==> config.mk <==
export PLATFORM = sky130hd
export DESIGN_NAME = fetch_ctrl_flat
export DESIGN_NICKNAME = d
export VERILOG_FILES = /design/src/rtl/fetch_ctrl_if.sv /design/src/rtl/fetch_ctrl.sv /design/src/flat_wrapper.sv
export SDC_FILE = /design/constraint.sdc
export NUM_CORES = 1
export LEC_CHECK = 0
export ABC_CLOCK_PERIOD_IN_PS = 1700
export BUFFER_PORTS_ARGS = -buffer_cell sky130_fd_sc_hd__clkbuf_2
export CAP_MARGIN = 40
export CORE_MARGIN = 3
export CORE_UTILIZATION = 34
export DETAILED_ROUTE_END_ITERATION = 10
export SYNTH_ARGS = -nofsm -noshare
export SYNTH_HDL_FRONTEND = slang
export SYNTH_SLANG_ARGS = --single-unit
==> constraint.sdc <==
create_clock -name Clk -period 1.7 [get_ports Clk]
set_input_delay 0.34 -clock Clk [delete_from_list [all_inputs] [get_ports Clk]]
set_output_delay 0.34 -clock Clk [all_outputs]
set_load 0.01 [all_outputs]
==> src/rtl/fetch_ctrl_if.sv <==
// Fetch-control bundle: decode/control inputs plus PC and status outputs.
// Latency: none (wires only).
// Backpressure: Stall travels on this bundle; there is no ready signal back.
interface fetch_ctrl_if #(
    parameter int A  = 10,
    parameter int OW = 6
);
    logic          Start;
    logic          Stall;
    logic          Halt;
    logic          BranchEn;
    logic          BranchAbs;
    logic [A-1:0]  Target;
    logic [OW-1:0] Offset;
    logic [A-1:0]  InstAddress;
    logic          Valid;
    logic          Done;
    logic [15:0]   CycleCount;

    // Control / decode side: drives the sequencer, observes PC and status.
    modport master (
        output Start, Stall, Halt, BranchEn, BranchAbs, Target, Offset,
        input  InstAddress, Valid, Done, CycleCount
    );

    // Sequencer side.
    modport slave (
        input  Start, Stall, Halt, BranchEn, BranchAbs, Target, Offset,
        output InstAddress, Valid, Done, CycleCount
    );
endinterface

==> src/rtl/fetch_ctrl.sv <==
// Program-counter sequencer for the InstROM: IDLE/RUN/HALTED with branch redirects.
// Latency: PC updates one edge after inputs are sampled; Start -> first Valid is 1 cycle.
// Backpressure: Stall holds the PC and drops Valid; Halt/branches are ignored while stalled.
// Optional macro FETCH_CYCLE_COUNT_EN compiles a saturating RUN-cycle counter onto CycleCount.
module fetch_ctrl #(
    parameter int           A          = 10,
    parameter int           OW         = 6,
    parameter logic [A-1:0] START_ADDR = '0
) (
    input logic        Clk,
    input logic        Reset,
    fetch_ctrl_if.slave bus
);

    typedef enum logic [1:0] {
        IDLE   = 2'd0,
        RUN    = 2'd1,
        HALTED = 2'd2
    } state_t;

    state_t       state;
    logic [A-1:0] pc;
    logic         done_q;

    logic [A-1:0] pc_inc;
    logic [A-1:0] pc_rel;
    logic [A-1:0] branch_pc;

    // Sequential and relative candidates wrap naturally at A bits.
    assign pc_inc    = pc + A'(1);
    assign pc_rel    = pc + A'($signed(bus.Offset));
    assign branch_pc = bus.BranchAbs ? bus.Target : pc_rel;

    // Sequencer FSM: state, PC and the Done flag move together on each edge.
    always_ff @(posedge Clk or negedge Reset) begin
        if (!Reset) begin
            state  <= IDLE;
            pc     <= '0;
            done_q <= 1'b0;
        end else begin
            case (state)
                IDLE: begin
                    if (bus.Start) begin
                        pc    <= START_ADDR;
                        state <= RUN;
                    end
                end
                RUN: begin
                    // An instruction held by Stall has not executed, so its
                    // Halt/branch decode must not act yet.
                    if (bus.Stall) begin
                        pc <= pc;
                    end else if (bus.Halt) begin
                        state  <= HALTED;
                        done_q <= 1'b1;
                    end else if (bus.BranchEn) begin
                        pc <= branch_pc;
                    end else begin
                        pc <= pc_inc;
                    end
                end
                HALTED: begin
                    if (bus.Start) begin
                        pc     <= START_ADDR;
                        state  <= RUN;
                        done_q <= 1'b0;
                    end
                end
                default: begin
                    state  <= IDLE;
                    pc     <= '0;
                    done_q <= 1'b0;
                end
            endcase
        end
    end

    assign bus.InstAddress = pc;
    assign bus.Done        = done_q;
    // Valid follows Stall in the same cycle so decode can squash immediately.
    assign bus.Valid       = (state == RUN) && !bus.Stall;

`ifdef FETCH_CYCLE_COUNT_EN
    logic [15:0] cycle_cnt;
    logic        start_accept;

    assign start_accept = bus.Start && ((state == IDLE) || (state == HALTED));

    // RUN-cycle counter: cleared on an accepted Start, counts stalled cycles too, saturates.
    always_ff @(posedge Clk or negedge Reset) begin
        if (!Reset) begin
            cycle_cnt <= '0;
        end else if (start_accept) begin
            cycle_cnt <= '0;
        end else if ((state == RUN) && (cycle_cnt != 16'hFFFF)) begin
            cycle_cnt <= cycle_cnt + 16'd1;
        end
    end

    assign bus.CycleCount = cycle_cnt;
`else
    assign bus.CycleCount = 16'd0;
`endif

endmodule

==> src/flat_wrapper.sv <==
// flat-port wrapper written by rule: the top's interface ports become plain ports
module fetch_ctrl_flat 
#(
    parameter int           A          = 10,
    parameter int           OW         = 6,
    parameter logic [A-1:0] START_ADDR = '0
)
  (Clk, Reset, bus_Start, bus_Stall, bus_Halt, bus_BranchEn, bus_BranchAbs, bus_Target, bus_Offset, bus_InstAddress, bus_Valid, bus_Done, bus_CycleCount);
  fetch_ctrl_if #(.A(A), .OW(OW)) bus_i ();
  input logic Clk;
  input logic Reset;
  input wire logic [$bits(bus_i.Start)-1:0] bus_Start;
  input wire logic [$bits(bus_i.Stall)-1:0] bus_Stall;
  input wire logic [$bits(bus_i.Halt)-1:0] bus_Halt;
  input wire logic [$bits(bus_i.BranchEn)-1:0] bus_BranchEn;
  input wire logic [$bits(bus_i.BranchAbs)-1:0] bus_BranchAbs;
  input wire logic [$bits(bus_i.Target)-1:0] bus_Target;
  input wire logic [$bits(bus_i.Offset)-1:0] bus_Offset;
  output wire logic [$bits(bus_i.InstAddress)-1:0] bus_InstAddress;
  output wire logic [$bits(bus_i.Valid)-1:0] bus_Valid;
  output wire logic [$bits(bus_i.Done)-1:0] bus_Done;
  output wire logic [$bits(bus_i.CycleCount)-1:0] bus_CycleCount;
  assign bus_i.Start = bus_Start;
  assign bus_i.Stall = bus_Stall;
  assign bus_i.Halt = bus_Halt;
  assign bus_i.BranchEn = bus_BranchEn;
  assign bus_i.BranchAbs = bus_BranchAbs;
  assign bus_i.Target = bus_Target;
  assign bus_i.Offset = bus_Offset;
  assign bus_InstAddress = bus_i.InstAddress;
  assign bus_Valid = bus_i.Valid;
  assign bus_Done = bus_i.Done;
  assign bus_CycleCount = bus_i.CycleCount;
  fetch_ctrl #(.A(A), .OW(OW), .START_ADDR(START_ADDR)) u_core (.Clk(Clk), .Reset(Reset), .bus(bus_i));
endmodule
* After elaboration in Yosys (flattened, before gate mapping)
Index checks and enable logic that the tools add are counted.
Word-level totals: memories 0, input port bits 23, memory bits (writable) 0, output and inout bits 28, memory bits (read-only) 0, bits in registers 13, latch bits 0
Operators by class: equal/unequal tests 7, bitwise gates (word level) 1, $add $sub $neg 2, muxes and demuxes 14, $mul 0, reduce and logical (&&, ||, !) cells 7, shift operators 0, div/mod/pow operators 0, magnitude comparators 0
Operators by type and width (number):
- $mux 10 | 5
- $pmux 10 s2 | 1
- $add 10x1->10 const B | 1
- $add 10x10->10 | 1
- $ne 2x2->1 const B | 4
- $mux 2 | 3
- $reduce_and 3->1 | 2
- $pmux 2 s2 | 1
- $reduce_and 4->1 | 1
- $mux 1 | 3
- $pmux 1 s3 | 1
- $eq 2x1->1 const B | 1
- $eq 2x2->1 const B | 1
- $logic_not 2->1 | 1
- $ne 2x1->1 const B | 1
- $reduce_or 2->1 | 1
- $logic_and 1x1->1 | 1
- $logic_not 1->1 | 1
- $not 1->1 | 1

* Longest topological paths before layout
Gate-level depths: netlist of the first run.
depth in word-level cells 6, depth in mapped cells 9, mapped depth without buffers 9

* Worst setup path before layout of the first run
OpenSTA, ideal clock, no wires.
path type register to register, from reg u_core.pc[0], in the netlist u_core.bus.InstAddress[0], to reg u_core.pc[6], in the netlist u_core.bus.InstAddress[6], arrival time 1876 ps, buffers on the path 0, library setup time 95 ps, cell stages (with the launch flop) 10, slack -272 ps, cell sequence dfrtp_1 -> ha_1 -> inv_1 -> fa_1 -> nor2b_1 -> o21a_1 -> o211a_1 -> nor2b_1 -> xor2_1 -> o31ai_1
Between the ends: cells in the longest elaborated chain, start to end 6
Ends and longest elaborated chain:
- from (decl) | RTL line fetch_ctrl.sv:22 | logic [A-1:0] pc;
- from (signal assigned) | RTL line fetch_ctrl.sv:52 | pc <= pc;
- from (signal assigned) | RTL line fetch_ctrl.sv:57 | pc <= branch_pc;
- from (signal assigned) | RTL line fetch_ctrl.sv:59 | pc <= pc_inc;
- $add 10x10->10 | RTL line fetch_ctrl.sv:31 | assign pc_rel = pc + A'($signed(bus.Offset));
- $mux 10 | RTL line fetch_ctrl.sv:32 | assign branch_pc = bus.BranchAbs ? bus.Target : pc_rel;
- $mux 10 (*) | RTL line fetch_ctrl.sv:56 | end else if (bus.BranchEn) begin
- $mux 10 (*) | RTL line fetch_ctrl.sv:53 | end else if (bus.Halt) begin
- $mux 10 (*) | RTL line fetch_ctrl.sv:51 | if (bus.Stall) begin
- $pmux 10 s2 (*) | RTL line fetch_ctrl.sv:41 | case (state)
Mark *: on every way between the ends. The rest lies on a longest branch, timed or not. The select of a mux whose other input is x is not followed. A chain may end at the register's enable or synchronous reset.

* Final worst setup path of the first run
from reg u_core.pc[0], in the netlist u_core.bus.InstAddress[0], to reg u_core.pc[8], in the netlist u_core.bus.InstAddress[8]
Same word-level chain as after synthesis.

==> out/metrics.cfg, run 1 <==
[clock_network]
cts_max_path_buffers = 2
postCtsHoldBufs = 0
clkLatencyLatePin_ns = 0.24
htree_levels = 1
clk_pin_slew_ns = 0.06
numCtsBuffers = 3
cts.sinks = 13
cts_tree = done
clockRootBuffer = clkbuf_8

[yosys]
synth_sequential_area_ratio_pct = 22.15
yosys_register_bits = 13
netlist_area_mm2 = 0.001469
avgSynthCellArea_um2 = 8.161
ys_types = 52
synthCells = 180
yosys_warnings = 0

[worst_setup_path]
crit_type = flop to flop
max_stage_delay_ns = 0.42
critPathSlowestCell = dfrtp_2
crit_arrival_ns = 2.06
end_kind = flop
cp-start-kind = flop
crit_required_ns = 1.83
critPathMaxFanout = 2
crit_chain = ha_4, inv_2, fa_2, nor2b_1, o21a_1, o211a_1, nor4b_4, nor3_1, nand3b_1

[cells_and_area]
drive_gt1_share_pct = 45.06
fillCellCount = 408
final_util_pct = 52.24
ff_latch_area_um2 = 330.3
multi_input_area_mm2 = 0.001181
n_antenna_cell = 0
final_cells = 303
final_nets = 288
areaGrowthSynthToFinish_pct = 45.32

[floorplanning]
die-area_mm2 = 0.005145
core_mm2 = 0.004086
initial_core_util_pct = 35.95
rows = 23
num_io_pins = 51
die_h_um = 71.73
die_w_um = 71.73

[global_route]
grt_pass1_vias = 1438
grt_first_pass_wirelength_um = 6713
grt_max_degree = 14
track_usage_pct = 16.19
overflow = 0
antenna_found_initial = 0

[timing]
holdWs_ns = -0.008074
fmax_mhz = 516.9
layout_setup_ws_ns = -0.2346
hold_violations = 13
setup_viol = 7
fin_setup_tns_ns = -1.115
rsz0062_at_grt = yes
fin_crit_ns = 1.935
drv_slew = 0
fin_crit_sh_pct = 113.8
finClkSkew_ns = 0.001917

[power_and_ir_drop]
swShare_pct = 40.83
comb_power_share_pct = 61.4
clockPowerShare_pct = 14.5
seqPwrFrac_pct = 24.1
power_density_mw_per_mm2 = 915.2
ir_worst_vdd_mv = 0.4030
internal-power_mw = 1.156
power.switching_mw = 0.7977
p_leak_nw = 0.9980
power_mw = 1.954

[hold_path]
hold_class = primary input to asynchronous set/reset pin

[flow_run]
maxCapViolCount = 0

[placed_design]
io_buffers = 34
dp.cells = 291
post-dp-hpwl_um = 3167
detailedPlace.worstSlack_ns = -0.2797
place.gp.congestion = 0.8495

[outcome]
failed_checks = negative hold slack, negative setup slack
outcome = finished with violations

[drt]
wl_per_cell_um = 13.76
drc = 0
firstDrtPassIters = 4
drtAntennaViolNets = 0
drt_iter0_drc = 65
routed_wl_um = 4170
vias = 1510
viasPerCell = 4.983

[cells in the final DEF (no fill, tap or decap), types with 2 or more instances in the layout]
cell type  netlist  layout
o211a_1          2       2
o21ai_0         19      15
a21oi_1          8       6
nand2b_1         2       2
a31oi_1          3       3
and3_4           3       4
buf_6            1       3
o21ai_1          1       5
clkbuf_2         0      34
xor2_1           5       5
dfrtp_2          0       4
o21a_1           2       2
a32oi_1          2       2
nand3_2          1       2
ha_1            10       3
conb_1           1      16
inv_1            7       6
xnor2_1          3       2
nor2_4           0       2
buf_4           16      38
nand3_1          4       3
nand2_1         13      12
nor2_1          20      18
a22o_1           3       3
clkbuf_8         0       3
nand2b_2         2       2
nor2b_1          4       4
ha_4             0       6
o22ai_1          4       3
nor3_1           3       3
dfrtp_1         13       9
[cells in the mapped netlist (all sizes together)]
cell type,instances,area (um^2)
o211a,2,20.02
conb,1,3.750
nand3b,1,7.510
nor2,20,75.07
o31ai,1,7.510
a31o,1,8.760
mux2i,1,10.01
a32o,1,10.01
nor3b,1,7.510
buf,19,140.1
xor2,5,43.79
a22o,3,26.28
fa,1,20.02
nor3,5,41.29
ha,10,125.1
nand2b,5,43.79
o2bb2ai,1,8.760
o211ai,1,7.510
nor2b,4,25.02
nand3,5,30.03
a22oi,1,7.510
o22ai,4,25.02
nand2,13,48.80
dfrtp,13,325.3
and3,5,46.29
a21oi,8,40.04
nor4b,1,23.77
o41ai,1,16.27
o21ai,20,100.1
o32ai,1,8.760
o221ai,1,8.760
mux2,1,11.26
o21a,2,15.01
a32oi,2,17.52
xnor2,3,26.28
or2,1,6.260
inv,7,26.28
a31oi,3,18.77
clkbuf,2,7.510
o2111ai,1,8.760
a211oi,1,12.51
or3,1,6.260
[power by group through the flow]
stage	clock [mW]	sequential (mW)	combinational (mW)
2_1_floorplan	0	0.513	0.579
3_3_place_gp	0	0.476	0.997
4_1_cts	0.287	0.473	1.10
5_1_grt	0.298	0.485	1.33
6_report	0.284	0.471	1.20
3_5_place_dp	0	0.478	1.01
[final cells by class]
type                            count  area share [%]
Inverter                            7           1.231
Timing Repair Buffer               75           22.92
Sequential cell                    13           15.47
Tap cell                           50           2.931
Multi-Input combinational cell    154           55.33
Clock buffer                        4           2.110
[final timing paths]
| check | depth (start not counted) | to | startpoint | slack, ns |
|---|---|---|---|---|
| min in group Clk | 3 | u_core.state[0] | bus_Start | 0.38 |
| max in group asynchronous | 1 | u_core.bus.InstAddress[1] | Reset | 1.43 |
| min | 1 | u_core.state[1] | Reset | -0.008 |
| min reg2reg | 1 | u_core.bus.Done | u_core.state[1] | 0.50 |
| max | 9 | u_core.bus.InstAddress[8] | u_core.bus.InstAddress[0] | -0.23 |
| max reg2reg | 9 | u_core.bus.InstAddress[8] | u_core.bus.InstAddress[0] | -0.23 |
[registers in the layout, summed over array words and instances, names as in the netlist]
signal	flops
u_core.bus.InstAddress	10
u_core.state	2
u_core.bus.Done	1
[worst max-delay path, delay by kind of cell (launching register included)]
kind	cells	cell delay [ns]
AOI/OAI and AO/OA	2	0.45
and+or+nand+nor	4	0.54
DFF	1	0.42
buffers and inverters	1	0.05
adders and majority gates	2	0.36
[cells by family after synthesis]
family	count (synthesis)	share of synthesized area, %
flip-flops	13	22.15
AO/OA/AOI/OAI	55	25.04
other	1	0.2553
AND/OR/NAND/NOR	62	24.62
multiplexers	2	1.448
adder cells (fa/ha/maj)	11	9.881
buffers and inverters	28	11.84
XOR/XNOR	8	4.770
[timing repair]
action	4_1_cts	5_1_grt
gates resized for setup	11	14
setup endpoints to repair	7	8
buffers inserted	4	4
pin swaps	17	24
[layer usage]
metal	vias to the layer above	routed length, um	track usage (%)
met5	-	0	0
met3	6	166	1.823
met4	0	52	5.428
met1	700	2051	22.58
met2	36	1900	25.92
li1	768	-	-
[metrics by stage]
step	hold slack, ns	area, um^2
3_5_place_dp	0.2675	1891
5_1_grt	0.01754	2135
2_1_floorplan	0.04441	1558
3_3_place_gp	0.2667	1891
6_report	-0.008074	2135
4_1_cts	0.004382	2043
Note: power is estimated with default switching activity, not from simulation.
==> run 2, diff against run 1 <==
Settings changed: PLACE_DENSITY_LB_ADDON set to 0.08.
==> run 2 against run 1 <==
Against the previous run: routed wire length is 7.9% higher; via count increased by 1.7%; die area did not move; first-iteration DRC count fell by 4.6%; flip-flop and latch count unchanged; the run ends with negative setup slack left; worst hold slack gained 0.012 ns.
==> out/metrics.cfg, run 2 (same netlist as run 1, synthesis figures left out) <==
[outcome]
outcome = finished with violations
failed_checks = negative setup slack

[cells_and_area]
largest_register_ff_count = 10
areaGrowthSynthToFinish_pct = 44.55
final_util_pct = 51.96
final_cell_mix = buf_4, clkbuf_2, nor2_1
finish.instance_area_mm2 = 0.002123
fillCellCount = 404
drive_gt1_share_pct = 46.06
final_nets = 289
final_common_cell = buf_4
n_antenna_cell = 0

[timing]
fin_setup_tns_ns = -0.9509
setup_viol = 7
finClkSkew_ns = 0.002716
drv_slew = 0
layout_setup_ws_ns = -0.2461
hold_violations = 0
fmax_mhz = 513.9
fin_crit_sh_pct = 114.5
holdWs_ns = 0.004078
rsz0062_at_grt = yes
fin_crit_ns = 1.946

[placed_design]
post-dp-hpwl_um = 3486
io_buffers = 34
place.gp.congestion = 0.8873
placed_area_mm2 = 0.001906

[drt]
drtAntennaViolNets = 0
firstDrtPassIters = 4
routed_wl_um = 4498
viasPerCell = 5.049
drc = 0
drt_iter0_drc = 62
wl_per_cell_um = 14.80
vias = 1535

[worst_setup_path]
critPathSlowestCell = dfrtp_2
crit_arrival_ns = 2.08
end_kind = flop
cp-start-kind = flop
crit_type = flop to flop
critPathMaxFanout = 2
max_stage_delay_ns = 0.42
crit_chain = ha_4, inv_2, fa_2, nor2b_1, o21a_1, o211a_1, nor4b_4, nor3_1, nand3b_1
crit_required_ns = 1.83
cp_num_buf_inv = 1
path_delay_family = simple AND/OR/NAND/NOR gates

[clock_network]
numCtsBuffers = 3
cts.sinks = 13
cts_tree = done
clk_pin_slew_ns = 0.06
clkLatencyLatePin_ns = 0.25
clockRootBuffer = clkbuf_8
htree_levels = 1
cts_max_path_buffers = 2
postCtsHoldBufs = 0

[global_route]
overflow = 0
track_usage_pct = 17.44
grt_pass1_vias = 1446
grt_first_pass_wirelength_um = 7107
grt_max_degree = 22
antenna_found_initial = 0

[floorplanning]
num_io_pins = 51
die_w_um = 71.73
initial_core_util_pct = 35.95
die-area_mm2 = 0.005145
rows = 23
die_h_um = 71.73
core_mm2 = 0.004086

[power_and_ir_drop]
ir_worst_vdd_mv = 0.3981
power_density_mw_per_mm2 = 920.8
p_leak_nw = 1.008

[flow_run]
maxCapViolCount = 0

[hold_path]
hold_class = primary input to asynchronous set/reset pin

-- run 2: changes by cell type in the layout (fill, tap and decap cells not counted), sizes merged --
cell / change
buf: +1
-- run 2: worst paths after layout --
path	slack [ns]	end	depth (start not counted)	from
max	-0.25	u_core.bus.InstAddress[8]	9	u_core.bus.InstAddress[0]
min	0.004	u_core.bus.InstAddress[8]	1	Reset
max reg2reg	-0.25	u_core.bus.InstAddress[8]	9	u_core.bus.InstAddress[0]
min reg2reg	0.49	u_core.bus.Done	1	u_core.state[1]
max in group asynchronous	1.39	u_core.bus.InstAddress[0]	1	Reset
min in group Clk	0.38	u_core.state[0]	3	bus_Start
-- run 2: stage by stage --
step	std cells	total power [mW]	setup slack (ns)
floorplan	195	1.092	-0.1870
global placement	293	1.498	-0.2542
detailed placement	293	1.509	-0.2608
CTS	301	1.909	-0.1946
global route	304	2.106	-0.3464
finish	304	1.955	-0.2461
-- run 2: final cells by class --
| class | instances | area, um^2 | share of cell area (%) |
|---|---|---|---|
| inverters | 7 | 26.28 | 1.237 |
| multi-input cells | 154 | 1170 | 55.10 |
| flip-flops and latches | 13 | 330.3 | 15.56 |
| repair buffers | 76 | 489.2 | 23.04 |
| clock buffers | 4 | 45.04 | 2.121 |
| well taps | 50 | 62.56 | 2.946 |
-- run 2: layer usage --
layer | global-route usage (%) | part of all wire [%] | vias to the layer above
li1 | - | - | 766
met1 | 23.44 | 42 | 722
met2 | 29.69 | 51 | 44
met3 | 2.384 | 5.6 | 3
met4 | 3.758 | 0.71 | 0
met5 | 0 | 0 | -
-- run 2: repair_timing --
| action | CTS | global route |
|---|---|---|
| setup endpoints to repair | 8 | 8 |
| pin swaps | 7 | 17 |
| resized for setup | 12 | 12 |
| buffers inserted | 4 | 3 |
-- run 2: where the power goes --
group | total, mW | internal (mW) | leakage (nW) | switching [mW]
sequential | 0.466 | 0.387 | 0.167 | 0.0788
clock | 0.296 | 0.166 | 0.0228 | 0.130
combinational | 1.19 | 0.596 | 0.819 | 0.596
